--- src/rtl/epc_serializer.sv ---
// PC+EPC backscatter serializer: shifts the stored word out MSB-first on epcclk after start.
// Optional CRC-16 trailer (poly 0x1021, preset 0xFFFF, complemented) is compiled in with EPC_CRC16_EN.
//
// state | meaning
// IDLE  | after reset, no transfer yet
// DATA  | emitting shift[index]
// CRC   | emitting the complemented CRC-16 (EPC_CRC16_EN only)
// DONE  | frame complete, waiting for start
module epc_serializer #(
    parameter int                  EPC_BITS = 112,
    parameter logic [EPC_BITS-1:0] EPC_INIT = 112'h3000aabbccddeeff012345678910
) (
    input  logic                epcclk,
    input  logic                reset,
    input  logic                start,
    input  logic                wr_en,
    input  logic [EPC_BITS-1:0] wr_data,
    output logic                epcbitout,
    output logic                epcvalid,
    output logic                epcdone,
    output logic [7:0]          bitsleft
);

`ifdef EPC_CRC16_EN
    typedef enum logic [1:0] {IDLE, DATA, CRC, DONE} state_t;
`else
    typedef enum logic [1:0] {IDLE, DATA, DONE} state_t;
`endif

    localparam logic [6:0] IDX_MAX = 7'(EPC_BITS - 1);

    state_t              state, state_n;
    logic [EPC_BITS-1:0] stored;
    logic [EPC_BITS-1:0] shift, shift_n;
    logic [6:0]          index, index_n;
    logic [127:0]        shift_ext;
    logic                data_bit;

    // Widened copy so the 7-bit index addresses it without a width mismatch.
    assign shift_ext = 128'(shift);
    assign data_bit  = shift_ext[index];

`ifdef EPC_CRC16_EN
    logic [15:0] crc, crc_n;
    logic [3:0]  crcidx, crcidx_n;

    function automatic logic [15:0] crc_step(input logic [15:0] c, input logic b);
        logic fb;
        fb = c[15] ^ b;
        return {c[14:0], 1'b0} ^ (fb ? 16'h1021 : 16'h0000);
    endfunction
`endif

    always_ff @(posedge epcclk or posedge reset) begin
        if (reset) begin
            stored <= EPC_INIT;
        end else if (wr_en) begin
            stored <= wr_data;
        end
    end

    always_ff @(posedge epcclk or posedge reset) begin
        if (reset) begin
            state  <= IDLE;
            shift  <= '0;
            index  <= '0;
`ifdef EPC_CRC16_EN
            crc    <= 16'hFFFF;
            crcidx <= '0;
`endif
        end else begin
            state  <= state_n;
            shift  <= shift_n;
            index  <= index_n;
`ifdef EPC_CRC16_EN
            crc    <= crc_n;
            crcidx <= crcidx_n;
`endif
        end
    end

    // start wins in every state: a transfer in progress is abandoned and reloaded.
    always_comb begin
        state_n  = state;
        shift_n  = shift;
        index_n  = index;
`ifdef EPC_CRC16_EN
        crc_n    = crc;
        crcidx_n = crcidx;
`endif
        if (start) begin
            state_n  = DATA;
            shift_n  = stored;
            index_n  = IDX_MAX;
`ifdef EPC_CRC16_EN
            crc_n    = 16'hFFFF;
            crcidx_n = 4'd15;
`endif
        end else begin
            case (state)
                DATA: begin
`ifdef EPC_CRC16_EN
                    crc_n = crc_step(crc, data_bit);
                    if (index == 7'd0) state_n = CRC;
                    else               index_n = index - 7'd1;
`else
                    if (index == 7'd0) state_n = DONE;
                    else               index_n = index - 7'd1;
`endif
                end
`ifdef EPC_CRC16_EN
                CRC: begin
                    if (crcidx == 4'd0) state_n  = DONE;
                    else                crcidx_n = crcidx - 4'd1;
                end
`endif
                default: ;
            endcase
        end
    end

    always_comb begin
        epcbitout = 1'b0;
        epcvalid  = 1'b0;
        epcdone   = 1'b0;
        bitsleft  = 8'd0;
        case (state)
            DATA: begin
                epcvalid  = 1'b1;
                epcbitout = data_bit;
`ifdef EPC_CRC16_EN
                bitsleft  = {1'b0, index} + 8'd17;
`else
                bitsleft  = {1'b0, index} + 8'd1;
`endif
            end
`ifdef EPC_CRC16_EN
            CRC: begin
                epcvalid  = 1'b1;
                epcbitout = ~crc[crcidx];
                bitsleft  = {4'd0, crcidx} + 8'd1;
            end
`endif
            default: epcdone = 1'b1;
        endcase
    end

endmodule

--- config.mk ---
export PLATFORM = sky130hd
export DESIGN_NAME = epc_serializer
export DESIGN_NICKNAME = d
export VERILOG_FILES = /design/src/rtl/epc_serializer.sv
export SDC_FILE = /design/constraint.sdc
export NUM_CORES = 1
export LEC_CHECK = 0
export CAP_MARGIN = 10
export CORE_MARGIN = 4
export CORE_UTILIZATION = 60
export DETAILED_ROUTE_END_ITERATION = 16
export DONT_BUFFER_PORTS = 1
export PLACE_DENSITY = 0.76
export SLEW_MARGIN = 10
export SYNTH_ARGS = -nofsm -noshare
export SYNTH_HDL_FRONTEND = slang
export SYNTH_SLANG_ARGS = --single-unit
export TNS_END_PERCENT = 10
--- constraint.sdc ---
create_clock -name epcclk -period 7.65 [get_ports epcclk]
set_input_delay 0.765 -clock epcclk [delete_from_list [all_inputs] [get_ports epcclk]]
set_output_delay 0.765 -clock epcclk [all_outputs]
set_load 0.1 [all_outputs]
==> summary.md <==
| Metric | Value |
|---|---|
| CTS H-Tree Depth | `1` |
| Syn Area/Cell | `around 16 µm²` |
| Synth Flop Type | `dfrtp_1` |
| Final period utilization | `around three fifths` |
| Max IR drop VDD | `0.201 mV` |
| CP startpoint kind | `register` |
| Die Span Y | `137 µm` |
| Share of cells above drive strength 1 | `51.4%` |
| Core box area | `16,100 µm²` |
| Top cell type's share of synthesized area | `45.5%` |
| Area growth syn-to-layout | `8.77%` |
| Crit path DAT | `~3.8 ns` |
| Slowest stage cell, crit path | `dfrtp_2` |
| # resized after CTS | `0` |
| First-pass GRT wire length | `29,600 µm` |
| Unique masters post-synth | `48` |
| Area leader, netlist | `dfrtp_1` |
| EDFF count, synth | `0` |
| Wire length per cell | `roughly 22 µm` |
| DIE AREA | `18,700 µm²` |
| Register area share after synthesis | `59.3%` |
| Slowest stage delay, CP | `about 1.1 ns` |
| TritonCTS clock tree | `done` |
| Vias in the first global route | `5,595` |
| Slew Limit Fails | `0` |
| 1st-pass router iterations | `4` |
| Main combinational cell family by area after synthesis | `multiplexers` |
| Initial Utilization | `61.9%` |
| PortBufs | `0` |
| Hold Vio Cnt, Final | `0` |
| Hold_ws | `slightly above 0.3 ns` |
| Synth area leaders | `dfrtp_1 46%, mux2_2 25%, dfstp_2 14%, mux4_1 5.8%, clkbuf_1 0.94%` |
| Flop-to-flop setup slack | `4.81 ns` |
| Clock Tree Root | `clkbuf_16` |
| GP Congestion | `between 0.8 and 0.9` |
| Post-CTS Hold Buffers | `0` |
| Initial DRC Count | `251` |
| Grt ovf | `0` |
| Clock Sinks | `around 230` |
| Chip Width | `about 140 µm` |
| Crit Reg-Reg Endpoint | `index[3]$_DFFE_PP0P_` |
| Synthesized flop and latch total | `233` |
| Mux cell area share after synthesis | `32.9%` |
| Async S/R FF share, synth | `between 90% and 100%` |
| Post-layout nets | `about 730` |
| Simple-gate share of the synthesized area | `2.87%` |
| ANT nets after route | `0` |
| Routed vias | `5,031` |
| Setup Buffers After CTS | `0` |
| P_leak | `4.49 nW` |
| Post-route DRC violation count | `0` |
| Mapped Area | `9950 µm²` |
| Synth Area in XOR/XNOR | `0.881%` |
| FILL cells | `1,054` |
| Rel. slew slack | `13.0%` |
| Worst hold path class | `input pin to asynchronous set/reset pin` |
| Register area | `5900 µm²` |
| Largest net degree at the start of global routing | `144` |
| Initial antenna violation count | `1` |
| Top Ports | `127` |
| Syn_nets | `742` |
| Worst Tran Pin Value | `1.30 ns` |
| Critical path class | `register to output port` |
| DP Wirelength | `12,100 µm` |
| Status | `finished clean` |
| Yosys warning count | `0` |
| Synth Area in Compound Gates | `1.74%` |
| R2R cell count | `7` |
| Clock-pin slew on the worst setup and hold paths | `~0.06 ns` |
| Setup crit end kind | `output port` |
| Clock tree buffer depth | `3` |
| Cells after synthesis | `623` |
| Max Clk Rate | `approximately 220 MHz` |
| Maxcap violations | `0` |
| Multi-input logic area | `around 3900 µm²` |
| Overall routing resource usage | `20.0%` |
| Setup tns final | `0 ns` |
| Worst path required time | `6.88 ns` |
| Worst-path maximum fanout | `37` |
| RSZ-0062 raised after global routing | `no` |
| Area share of fa/ha/maj cells after synthesis | `less than 1%` |
| Final min period | `4.57 ns` |
| Clock Latency Late Sink | `~0.5 ns` |
| Detailed-route wire length | `18,300 µm` |
| Ratio of total power to cell area | `around 270 nW/µm²` |
| Reg2reg start | `index[0]$_DFFE_PP0P_` |
| Rows | `46` |
| Layout Skew | `0.0114 ns` |
| Num CTS Buffers | `24` |
| Final setup violation count | `0` |
| # diodes | `0` |
| Vias per inst | `5.95` |
| Crit-path cells | `mux4_1 -> nor2b_1 -> a2111oi_0 -> or4_1 -> a2bb2oi_2` |
## report_power, final
group | internal [mW] | switching (mW) | total, mW
Sequential | 1.40 | 0.0941 | 1.50
Clock | 0.630 | 0.437 | 1.07
Combinational | 0.192 | 0.142 | 0.334
## per-stage QoR
stage	total power, mW	util (%)	setup slack (ns)	area [µm²]	cells
floorplan	1.79	-	0.581	9950	623
finish	2.90	67.4	3.08	10800	846
global route	3.03	67.4	2.95	10800	846
CTS	2.93	67.4	3.06	10800	846
global placement	1.84	62.9	3.65	10100	804
detailed placement	1.86	62.9	3.63	10100	804
## flip-flops by register name, summed over array words and instances (netlist names)
signal / flops
index: 7
shift: 112
state: 2
stored: 112
## how the worst max path moves through the flow
stage / startpoint / to / slack [ns] / depth (start not counted)
after floorplan: reset / index[0]$_DFFE_PP0P_ / 0.58 / 1
after global placement: index[0]$_DFFE_PP0P_ / epcbitout / 3.65 / 5
after detailed placement: index[0]$_DFFE_PP0P_ / epcbitout / 3.63 / 5
after CTS: index[0]$_DFFE_PP0P_ / epcbitout / 3.06 / 5
after global routing: index[0]$_DFFE_PP0P_ / epcbitout / 2.95 / 5
final: index[0]$_DFFE_PP0P_ / epcbitout / 3.08 / 5
## synthesized netlist by cell type (3+ instances only)
| library cell | number |
|---|---|
| nand2b_1 | 6 |
| buf_1 | 7 |
| xor2_1 | 4 |
| a31oi_1 | 3 |
| nor2b_1 | 5 |
| nand3_1 | 4 |
| mux4_2 | 3 |
| mux2_2 | 225 |
| dfstp_2 | 52 |
| ha_1 | 3 |
| xnor2_1 | 6 |
| and3_1 | 3 |
| mux2i_1 | 9 |
| dfrtp_1 | 181 |
| inv_1 | 6 |
| nor2_1 | 16 |
| clkbuf_1 | 25 |
| nand2_1 | 5 |
| nand4_1 | 4 |
| mux4_1 | 22 |
## routing by layer
metal	global-route usage [%]	wire length, µm	vias up
met2	31.9	8900	136
met4	5.71	435	2
met5	0	8	-
met3	5.22	1120	35
li1	-	-	2275
met1	27.5	7860	2583
## placed cells by master, fill, tap and decap left out, types with 5 or more instances in the layout
| master | n |
|---|---|
| xnor2_1 | 6 |
| mux2i_1 | 9 |
| nand2b_1 | 5 |
| dfrtp_1 | 180 |
| mux2_2 | 225 |
| nor2b_1 | 5 |
| mux4_1 | 22 |
| dfstp_2 | 52 |
| nor2_2 | 7 |
| nor2_1 | 9 |
| clkbuf_16 | 25 |
| inv_1 | 5 |
| nand2_1 | 5 |
| clkbuf_1 | 13 |
## final cells by class
type | instances | share of cell area [%]
inverters | 6 | 0.278
clock buffers | 41 | 6.62
repair buffers | 3 | 0.208
multi-input cells | 346 | 35.9
flip-flops and latches | 233 | 54.5
well taps | 216 | 2.50
clock inverters | 1 | 0.0463
## critical path, delay by kind of cell (launching register included)
family           cells  cell delay, ns
AO/OA/AOI/OAI        2            1.07
flip-flops           1            1.06
multiplexers         1            0.42
AND/OR/NAND/NOR      2            0.72
## logic make-up (layout without fill, tap and decap cells)
family | Yosys count | after routing
adders and majority gates | 3 | 3
and+or+nand+nor | 53 | 53
AOI/OAI and AO/OA | 21 | 21
buffers and inverters | 44 | 51
xor gates and xnor gates | 10 | 10
muxes | 259 | 259
DFF | 233 | 233
Note: power is estimated with default switching activity, not from simulation.
